==> src/rtl/serial_seq_pkg.sv <==
// serial_seq_pkg
// Shared types and helpers for the serial sequence generator.
//   state_t  : transmitter FSM states
//   REPS_W   : width of the repetition count
//   cnt_w    : clog2-based counter width (minimum 1 bit)
//   frame_len: bits per repetition; one extra parity bit when
//              SERIAL_SEQ_PARITY_EN is defined
package serial_seq_pkg;

  typedef enum logic [1:0] {
    S_IDLE  = 2'd0,
    S_SHIFT = 2'd1,
    S_GAP   = 2'd2
  } state_t;

  localparam int REPS_W = 8;

  function automatic int cnt_w(input int n);
    return (n < 2) ? 1 : $clog2(n);
  endfunction

  function automatic int frame_len(input int width);
`ifdef SERIAL_SEQ_PARITY_EN
    return width + 1;
`else
    return width;
`endif
  endfunction

endpackage

==> src/rtl/serial_seq_shifter.sv <==
// serial_seq_shifter
// Pattern register plus MSB-first shift register. The shift register
// always holds the bits still to be sent *after* the one currently on
// the serial line, so loads store the frame already shifted by one.
// With SERIAL_SEQ_PARITY_EN defined the frame carries an even-parity
// tap (XOR of the pattern) in its LSB.
// Ports:
//   clk, rst : clock, synchronous active-high reset
//   load     : latch data into pattern and shift registers
//   reload   : restart the frame from the pattern register
//   shift    : advance the shift register by one bit
//   data     : pattern word
//   pat_msb  : first bit of the stored pattern
//   cur_bit  : next bit to be sent
module serial_seq_shifter
  import serial_seq_pkg::*;
#(
  parameter int WIDTH = 3
) (
  input  logic             clk,
  input  logic             rst,
  input  logic             load,
  input  logic             reload,
  input  logic             shift,
  input  logic [WIDTH-1:0] data,
  output logic             pat_msb,
  output logic             cur_bit
);

  localparam int FRAME = frame_len(WIDTH);

  logic [WIDTH-1:0] pat;
  logic [FRAME-1:0] sreg;

  function automatic logic [FRAME-1:0] frame_of(input logic [WIDTH-1:0] w);
`ifdef SERIAL_SEQ_PARITY_EN
    return {w, ^w};
`else
    return w;
`endif
  endfunction

  always_ff @(posedge clk) begin
    if (rst) begin
      pat  <= '0;
      sreg <= '0;
    end else if (load) begin
      pat  <= data;
      sreg <= frame_of(data) << 1;
    end else if (reload) begin
      sreg <= frame_of(pat) << 1;
    end else if (shift) begin
      sreg <= sreg << 1;
    end
  end

  assign pat_msb = pat[WIDTH-1];
  assign cur_bit = sreg[FRAME-1];

endmodule

==> src/rtl/serial_sequence_generator.sv <==
// serial_sequence_generator
// Serial pattern transmitter: sends a WIDTH-bit pattern MSB-first,
// reps times (0 treated as 1), with GAP idle cycles between repetitions.
// Optional feature macro: SERIAL_SEQ_PARITY_EN appends an even-parity
// bit to every repetition.
//
// state   | meaning
// S_IDLE  | waiting for start, line at IDLE_LEVEL
// S_SHIFT | a frame bit is on so
// S_GAP   | idle gap between repetitions, still busy
//
// Ports:
//   clk, rst : clock, synchronous active-high reset
//   start    : request, accepted only while idle
//   data     : pattern word, latched on accepted start
//   reps     : repetition count, latched on accepted start
//   so       : registered serial output
//   so_valid : so carries a data or parity bit
//   busy     : transmission in progress
//   done     : one-cycle pulse after the final bit
module serial_sequence_generator
  import serial_seq_pkg::*;
#(
  parameter int   WIDTH      = 3,
  parameter int   GAP        = 1,
  parameter logic IDLE_LEVEL = 1'b0
) (
  input  logic              clk,
  input  logic              rst,
  input  logic              start,
  input  logic [WIDTH-1:0]  data,
  input  logic [REPS_W-1:0] reps,
  output logic              so,
  output logic              so_valid,
  output logic              busy,
  output logic              done
);

  localparam int FRAME = frame_len(WIDTH);
  localparam int BIT_W = cnt_w(WIDTH + 1);
  localparam int GAP_W = cnt_w(GAP + 1);

  state_t            state;
  logic [BIT_W-1:0]  bit_cnt;
  logic [REPS_W-1:0] rep_cnt;
  logic [GAP_W-1:0]  gap_cnt;

  logic load, reload, shift;
  logic last_bit, last_rep;
  logic pat_msb, cur_bit;

  assign last_bit = (state == S_SHIFT) && (bit_cnt == BIT_W'(FRAME - 1));
  assign last_rep = (rep_cnt == REPS_W'(1));
  assign load     = (state == S_IDLE) && start;
  // back-to-back repetitions restart the frame directly from SHIFT
  assign reload   = (last_bit && !last_rep && (GAP == 0)) ||
                    ((state == S_GAP) && (gap_cnt == '0));
  assign shift    = (state == S_SHIFT) && !last_bit;

  serial_seq_shifter #(.WIDTH(WIDTH)) u_shifter (
    .clk     (clk),
    .rst     (rst),
    .load    (load),
    .reload  (reload),
    .shift   (shift),
    .data    (data),
    .pat_msb (pat_msb),
    .cur_bit (cur_bit)
  );

  always_ff @(posedge clk) begin
    if (rst) begin
      state    <= S_IDLE;
      bit_cnt  <= '0;
      rep_cnt  <= '0;
      gap_cnt  <= '0;
      so       <= IDLE_LEVEL;
      so_valid <= 1'b0;
      busy     <= 1'b0;
      done     <= 1'b0;
    end else begin
      done <= 1'b0;
      case (state)
        S_IDLE: begin
          if (start) begin
            // first bit goes out straight from the input word
            rep_cnt  <= (reps == '0) ? REPS_W'(1) : reps;
            bit_cnt  <= '0;
            so       <= data[WIDTH-1];
            so_valid <= 1'b1;
            busy     <= 1'b1;
            state    <= S_SHIFT;
          end
        end
        S_SHIFT: begin
          if (last_bit) begin
            rep_cnt <= rep_cnt - 1'b1;
            bit_cnt <= '0;
            if (last_rep) begin
              state    <= S_IDLE;
              so       <= IDLE_LEVEL;
              so_valid <= 1'b0;
              busy     <= 1'b0;
              done     <= 1'b1;
            end else if (GAP > 0) begin
              state    <= S_GAP;
              gap_cnt  <= GAP_W'(GAP - 1);
              so       <= IDLE_LEVEL;
              so_valid <= 1'b0;
            end else begin
              so <= pat_msb;
            end
          end else begin
            so      <= cur_bit;
            bit_cnt <= bit_cnt + 1'b1;
          end
        end
        S_GAP: begin
          if (gap_cnt == '0) begin
            state    <= S_SHIFT;
            so       <= pat_msb;
            so_valid <= 1'b1;
          end else begin
            gap_cnt <= gap_cnt - 1'b1;
          end
        end
        default: state <= S_IDLE;
      endcase
    end
  end

endmodule

==> config.mk <==
export PLATFORM = sky130hd
export DESIGN_NAME = serial_sequence_generator
export DESIGN_NICKNAME = d
export VERILOG_FILES = /design/src/rtl/serial_seq_pkg.sv /design/src/rtl/serial_seq_shifter.sv /design/src/rtl/serial_sequence_generator.sv
export SDC_FILE = /design/constraint.sdc
export NUM_CORES = 1
export LEC_CHECK = 0
export ABC_CLOCK_PERIOD_IN_PS = 1700
export CORE_MARGIN = 3
export CORE_UTILIZATION = 35
export CTS_BUF_LIST = sky130_fd_sc_hd__clkbuf_8
export CTS_CLUSTER_SIZE = 30
export DETAILED_ROUTE_END_ITERATION = 10
export PLACE_DENSITY = 0.64
export SETUP_SLACK_MARGIN = 0.5
export SYNTH_ARGS = -nofsm -noshare
export SYNTH_HDL_FRONTEND = slang
export SYNTH_HIERARCHICAL = 1
export SYNTH_SLANG_ARGS = --single-unit
==> constraint.sdc <==
create_clock -name clk -period 1.7 [get_ports clk]
set_input_delay 0.255 -clock clk [delete_from_list [all_inputs] [get_ports clk]]
set_output_delay 0.255 -clock clk [all_outputs]
set_load 0.005 [all_outputs]
; ---- Word level (Yosys, flattened, before mapping)
; Cells that the tools add are included.
[classes]
add_sub_neg = 3
eq_ne = 9
mux = 31
n_bitwise = 3
reduce_logical = 19
[ops]
columns = cell, count
row1 = $mux W8, 3
row2 = $pmux W8 S2, 1
row3 = $mux W1, 12
row4 = $mux W2, 6
row5 = $reduce_and A3 Y1, 4
row6 = $ne A2 B2 Y1 const B, 5
row7 = $mux W3, 3
row8 = $eq A8 B1 Y1 const B, 1
row9 = $logic_not A8 Y1, 1
row10 = $reduce_and A4 Y1, 2
row11 = $sub A8 B1 Y8 const B, 1
row12 = $pmux W1 S3, 2
row13 = $pmux W2 S3, 1
row14 = $reduce_bool A3 Y1, 2
row15 = $eq A2 B2 Y1 const B, 2
row16 = $logic_and A1 B1 Y1, 4
row17 = $pmux W1 S2, 2
row18 = $pmux W2 S2, 1
row19 = $reduce_bool A2 Y1, 2
row20 = $not A1 Y1, 3
row21 = $reduce_or A3 Y1, 1
row22 = $add A2 B1 Y2 const B, 1
row23 = $eq A2 B1 Y1 const B, 1
row24 = $logic_not A2 Y1, 1
row25 = other kinds (3), 3
[totals]
reg_bits = 22
in_bits = 14
wordCells = 75

; ---- Longest topological paths before layout
; Gate-level depths: netlist of the first run.
[logic_depth]
depth_word = 7
ltp_mapped = 8
depth_no_buf = 6

; ---- Hierarchy
; The synthesis of the first run kept the hierarchy.
[modules_own_cells]
columns = mod, instances, cells_each, area_per_inst_um2, seq_area_each_um2
row1 = serial_sequence_generator, 1, 124, 1006.0, 320.3
row2 = serial_seq_shifter, 1, 22, 205.2, 100.1

; ---- Worst setup path before layout of the first run
; No wires, ideal clock.
[synth_timing]
kind = register -> register
from = reg state[1]
to = reg state[0]
setup_ns = 0.070
arrival_ns = 1.565
required_time_ns = 1.630
setup_slack_ns = 0.065
path_stages_with_launch = 8
n_path_buf = 1
cell_sequence = dfxtp_1 inv_1 ha_1 buf_4 inv_1 nor2_1 or4_1 a21oi_1
[synth_between]
elab_chain_cells = 4
elab_cells_between_ends = 9
classes_between = 5 x eq/ne / 1 x mux / 3 x reduce/logical
[synth_lines]
columns = item, line_no
row1 = start: declaration, serial_sequence_generator.sv:43  ; state_t state;
row2 = start signal: assignment, serial_sequence_generator.sv:73  ; state <= S_IDLE;
row3 = start signal: assignment, serial_sequence_generator.sv:92  ; state <= S_SHIFT;
row4 = start signal: assignment, serial_sequence_generator.sv:100  ; state <= S_IDLE;
row5 = $eq A2 B1 Y1, "serial_sequence_generator.sv:52, serial_sequence_generator.sv:83"
row6 = $logic_and A1 B1 Y1, serial_sequence_generator.sv:52  ; assign last_bit = (state == S_SHIFT) && (bit_cnt == BIT_W'(FRAME - 1));
row7 = $ne A2 B2 Y1 (no source line), --
row8 = $reduce_and A3 Y1 (no source line), --
; Parallel ways exist; a longest one is shown, timed or not.
; A chain may end at the register's enable or synchronous reset.

; ---- Final worst setup path of the first run
[layout_timing]
from = reg state[0]
to = reg state[0]
; Same word-level chain as after synthesis.

==> flow_summary.yaml, run 1 <==
run:
  cap_violations: 0
placement:
  gp_congestion: 0.897
  portBuffers: 17
  hpwl_mm: 2.11
  dpl_cell_area_sq_um: 1480
  placed_cells: 208
grt:
  grt_pass1_wl_mm: 5.48
  grt_pass1_vias: 1239
  grt_util_all_layers_pct: 16.4
  overflow: 0
  grt_max_degree: 22
  antenna_found_initial: 0
detailed_routing:
  drt_pass1_iterations: 4
  vias: 1267
  wirelength_mm: 3.56
  route.detailed.drc: 0
  viasPerCell: 5.44
  initialDrtViolationCount: 47
  wl_per_cell_microns: 15.3
  ant_nets: 0
sta:
  slew_violations: 0
  worst_slew_pin_slew_ns: 0.340
  fmax_ghz: 0.681
  rsz0062_at_grt: "true"
  slew-limit-headroom_pct: 77.1
  period_minus_slack_ns: 1.47
  finalHoldViolations: 0
  post-route-period-util_pct: 86.4
  fin_skew_ns: 0.00212
  final.setup.tns_ns: 0
  finalSetupViolations: 0
floorplan:
  start_util_pct: 38.1
  die_area_sq_um: 4200
  fp.dieH_microns: 64.8
  die-width_microns: 64.8
  coreArea_sq_um: 3180
  row_count: 20
  io_pins: 18
layout:
  layout.nets: 211
  antenna_cells: 0
  fin_cells: 233
  drive_gt1_share_pct: 39.7
  syn2layout_area_growth_pct: 58.5
  fin_area_sq_um: 1920
clock_network:
  clock_sinks: 21
  cts_buffers: 3
  clk_latency_ns: 0.26
  cts_tree: "done"
  root_buffer: "clkbuf_8"
  cts_htree_levels: 1
  ctsHoldBuffers: 0
  cts_buffer_depth: 2
  clk_pin_slew_ns: 0.08
pwr:
  clkPwrFrac_pct: 18.8
  combPwrFrac_pct: 45.4
  total_power_uw: 1720
  p_leak_uw: 0.000764
  intPower_uw: 1130
  max-vdd-ir-drop_v: 0.000424
  p_sw_share_pct: 34.1
  powerDensity_nw_per_um2: 896
  pwr-share-seq_pct: 35.8
  switching_power_uw: 585
logic_synthesis:
  yosysSeqAreaShare_pct: 34.7
  yosys.area_share.simple_pct: 23.5
  avgSynthCellArea_sq_um: 8.30
  synth_edf_count: 0
  synthTopCellsByCount: "dfxtp_1, nor2_1, a21oi_1"
  syn_nets: 167
  ys_types: 40
  synth_cells: 146
  yosysTopAreaCell: "dfxtp_1"
  synth_warnings: 6
  synth_top_family_by_area: "compound AO/OA/AOI/OAI gates"
  yosysMostFrequentCell: "dfxtp_1"
  synth_compound_area_share_pct: 23.5
  yosys-top-cells-area: "dfxtp_1, ha_1, a21oi_1, nor2_1, o21ai_0"
  ys_ff_latch: 21
  async_flop_share_pct: 0
  yosys.area_share.adder_pct: 7.23
  ys.flop_type: "dfxtp_1"
  synth_mux_area_share_pct: 3.31
  syn-cell-area_sq_um: 1210
  synth_xor_area_share_pct: 0
  synth_top_area_share_pct: 34.7
critical_path:
  cp_cell_sequence: "inv_4 -> ha_4 -> nor2b_4 -> or4_4 -> a21oi_2"
  crit_family: "simple AND/OR/NAND/NOR gates"
  critPathSlowestCell: "or4_4"
  critPathMaxFanout: 5
  cp.arrival_ns: 1.66
  cp-start-kind: "flop"
  crit_buf_inv: 1
  critPathCaptureType: "flop"
  worstSetupPathType: "reg2reg"
  max_stage_delay_ns: 0.48
  worst-endpoint-required_ns: 1.89
worst_hold_path:
  hold_path.class: "reg2reg"
status:
  status: "completed"
[worst min-delay path, cell delays in order (launching register included)]
cell and delay (ns):
dfxtp_1 0.32, nand2b_1 0.06, a21oi_1 0.05
[cell usage in the layout, fill, tap and decap left out, types with 4 or more instances in the layout]
cell	synthesis	layout
dfxtp_1	21	18
buf_4	1	17
nor2_1	18	16
a21oi_1	17	12
buf_6	2	10
clkdlybuf4s50_1	0	9
nand2_1	8	7
dlygate4sd2_1	0	7
o21ai_1	0	5
a21oi_2	0	5
ha_4	0	4
[logic make-up after synthesis]
kind of cell / Yosys count
buf+inv: 15
fa+ha+maj: 7
flops: 21
simple gates: 53
mux: 4
compound gates: 46
[power by group through the flow]
stage / registers (uW) / clock network, uW / logic, uW
6_report: 615 / 323 / 781
3_3_place_gp: 615 / 0 / 501
5_1_grt: 624 / 352 / 845
3_5_place_dp: 617 / 0 / 512
2_1_floorplan: 611 / 0 / 381
4_1_cts: 607 / 325 / 616
[metal layers]
metal,vias up,track usage (%),wire length [microns],share of wire (%)
met5,-,0,0,0
met4,0,8.44,87,2.4
met3,10,3.64,138,3.9
met2,28,28.6,1890,53
met1,614,18.6,1450,41
li1,615,-,-,-
[through the flow]
stage	hold WS (ns)	worst slack, ns	util [%]
after floorplan	0.324	0.220	-
after global placement	0.458	0.0267	46.5
after detailed placement	0.462	-0.0700	46.5
after CTS	0.481	0.253	53.9
after global routing	0.516	0.158	60.4
final	0.480	0.232	60.4
[path summary, 6_finish.rpt]
path	start	end	slack, ns	cells after the start
setup / recovery	state[0]$_SDFFE_PP0P_	state[0]$_SDFFE_PP0P_	0.23	5
hold / removal	u_shifter/pat[1]$_SDFFE_PP0P_	u_shifter/pat[1]$_SDFFE_PP0P_	0.48	2
setup reg to reg	state[0]$_SDFFE_PP0P_	state[0]$_SDFFE_PP0P_	0.23	5
hold reg to reg	u_shifter/pat[1]$_SDFFE_PP0P_	u_shifter/pat[1]$_SDFFE_PP0P_	0.48	2
[layout make-up]
class	count	area (sq um)
fill	272	1260
multi-input combinational	111	907
timing repair buffer	46	447
sequential	21	432
tap	44	55.1
clock buffer	3	41.3
inverter	7	33.8
clock inverter	1	3.75
[flip-flops by register name, summed over array words and instances (netlist names)]
register,cells
bit_cnt,2
u_shifter/pat,3
so,1
done,1
busy,1
rep_cnt,8
so_valid,1
u_shifter/sreg,2
state,2
[repair_timing]
action	4_1_cts	5_1_grt
setup endpoints to repair	22	20
resized for setup	38	29
gates cloned	0	2
setup buffers	10	9
pin swaps	12	17
Note: power is estimated with default switching activity, not from simulation.
==> inputs of run 2 (changes only) <==
--- a/config.mk
+++ b/config.mk
@@ -8,7 +8,6 @@
 export ABC_CLOCK_PERIOD_IN_PS = 1700
 export CORE_MARGIN = 3
 export CORE_UTILIZATION = 35
-export CTS_BUF_LIST = sky130_fd_sc_hd__clkbuf_8
 export CTS_CLUSTER_SIZE = 30
 export DETAILED_ROUTE_END_ITERATION = 10
 export PLACE_DENSITY = 0.64
==> flow_summary.yaml, run 2 (synthesis results as in run 1) <==
critical_path:
  worstSetupPathType: "reg2reg"
  rr_startpoint: "state[0]$_SDFFE_PP0P_"
  worst-endpoint-required_ns: 1.96
  cp.arrival_ns: 1.74
  critPathSlowestCell: "dfxtp_4"
  max_stage_delay_ns: 0.41
  cp_cell_sequence: "inv_4 -> ha_4 -> mux2i_4 -> buf_6 -> a21o_4 -> a21o_1 -> a21oi_2"
  critPathMaxFanout: 5
  crit_start: "state[0]$_SDFFE_PP0P_"
  critPathCaptureType: "flop"
  r2r_cells: 7
  cp-start-kind: "flop"
floorplan:
  die_area_sq_um: 4200
  coreArea_sq_um: 3180
  start_util_pct: 38.1
  row_count: 20
  die-width_microns: 64.8
  io_pins: 18
  fp.dieH_microns: 64.8
detailed_routing:
  drt_pass1_iterations: 4
  viasPerCell: 5.46
  route.detailed.drc: 0
  wirelength_mm: 3.41
  initialDrtViolationCount: 27
  wl_per_cell_microns: 15.0
  vias: 1245
  ant_nets: 0
grt:
  grt_pass1_vias: 1250
  overflow: 0
  grt_pass1_wl_mm: 5.79
  grt_util_all_layers_pct: 17.3
  grt_max_degree: 22
  antenna_found_initial: 0
layout:
  drive_gt1_share_pct: 38.6
  mostFrequentLayoutCells: "nor2_1, buf_4, dfxtp_1"
  fin_area_sq_um: 1830
  regMostFlops: "rep_cnt"
  syn2layout_area_growth_pct: 50.8
  post-route-util_pct: 57.5
  largest_reg_flops: 8
  layout.nets: 206
  antenna_cells: 0
  largest_registers: "rep_cnt x8, u_shifter/pat x3"
placement:
  hpwl_mm: 2.11
  dpl_worst_slack_ns: -0.0700
  dpl_cell_area_sq_um: 1480
  gp_congestion: 0.897
  portBuffers: 17
run:
  cap_violations: 0
sta:
  worst_slew_pin_slew_ns: 0.326
  final.setup.tns_ns: 0
  fin_ws_ns: 0.215
  slew_violations: 0
  fin_skew_ns: 0.00896
  fmax_ghz: 0.674
  post-route-period-util_pct: 87.3
  finalHoldViolations: 0
  finalSetupViolations: 0
  slew-limit-headroom_pct: 78.1
  period_minus_slack_ns: 1.48
  rsz0062_at_grt: "true"
pwr:
  max-vdd-ir-drop_v: 0.000369
  powerDensity_nw_per_um2: 866
  total_power_uw: 1580
  p_leak_uw: 0.000700
clock_network:
  root_buffer: "clkbuf_4"
  clk_pin_slew_ns: 0.12
  cts_htree_levels: 1
  clock_sinks: 21
  cts_buffers: 3
  clk_latency_ns: 0.31
  cts_buffer_depth: 2
  cts_tree: "done"
  ctsHoldBuffers: 0
worst_hold_path:
  min_from: "rep_cnt[7]$_SDFFE_PP0P_"
  min_path_cells: 2
  hold_path.class: "reg2reg"
status:
  status: "completed"
## run 2: cell count changes in the layout (fill, tap and decap cells not counted), moves of 3 or more
| cell | change |
|---|---|
| buf_6 | -3 |
| clkbuf_4 | +3 |
| clkbuf_8 | -3 |
| dfxtp_2 | +3 |
| dlygate4sd2_1 | -3 |
## run 2: area by class of cell
type | count | area (sq um)
fill | 293 | 1350
multi-input combinational | 111 | 908
sequential | 21 | 432
timing repair buffer | 41 | 372
tap | 44 | 55.1
inverter | 7 | 33.8
clock buffer | 4 | 26.3
## run 2: metrics by stage
step                      std cells  hold WS [ns]
final                           228         0.482
after global routing            228         0.499
after CTS                       222         0.490
after detailed placement        208         0.462
after global placement          208         0.458
after floorplan                 146         0.324
## run 2: timing repair
action,CTS,global route
resized for setup,39,23
hold endpoints to repair,0,0
pin swaps,15,13
cloned,1,0
setup endpoints to repair,23,24
buffers inserted,9,6
## run 2: per-layer routing
layer | wire (microns) | up-vias | GRT usage (%) | share of wire [%]
met5 | 0 | - | 0 | 0
met4 | 138 | 0 | 8.97 | 4.0
met3 | 134 | 13 | 3.12 | 3.9
met2 | 1730 | 31 | 30.7 | 51
met1 | 1410 | 599 | 19.5 | 41
li1 | - | 602 | - | -
## run 2: worst paths after layout
path	endpoint	slack (ns)
max	rep_cnt[6]$_SDFFE_PP0P_	0.22
max reg2reg	rep_cnt[6]$_SDFFE_PP0P_	0.22
min reg2reg	rep_cnt[7]$_SDFFE_PP0P_	0.48
min	rep_cnt[7]$_SDFFE_PP0P_	0.48
## run 2: worst max-delay path: cells and delay by family (launching register included)
kind	cells	cell delay [ns]
AO/OA/AOI/OAI	3	0.47
adder cells (fa/ha/maj)	1	0.18
buffers and inverters	2	0.18
flip-flops	1	0.41
multiplexers	1	0.21
## run 2: where the power goes
part / total, uW / switching [uW] / internal, uW
sequential: 614 / 60.3 / 554
combinational: 724 / 350 / 375
clock: 243 / 151 / 91.7
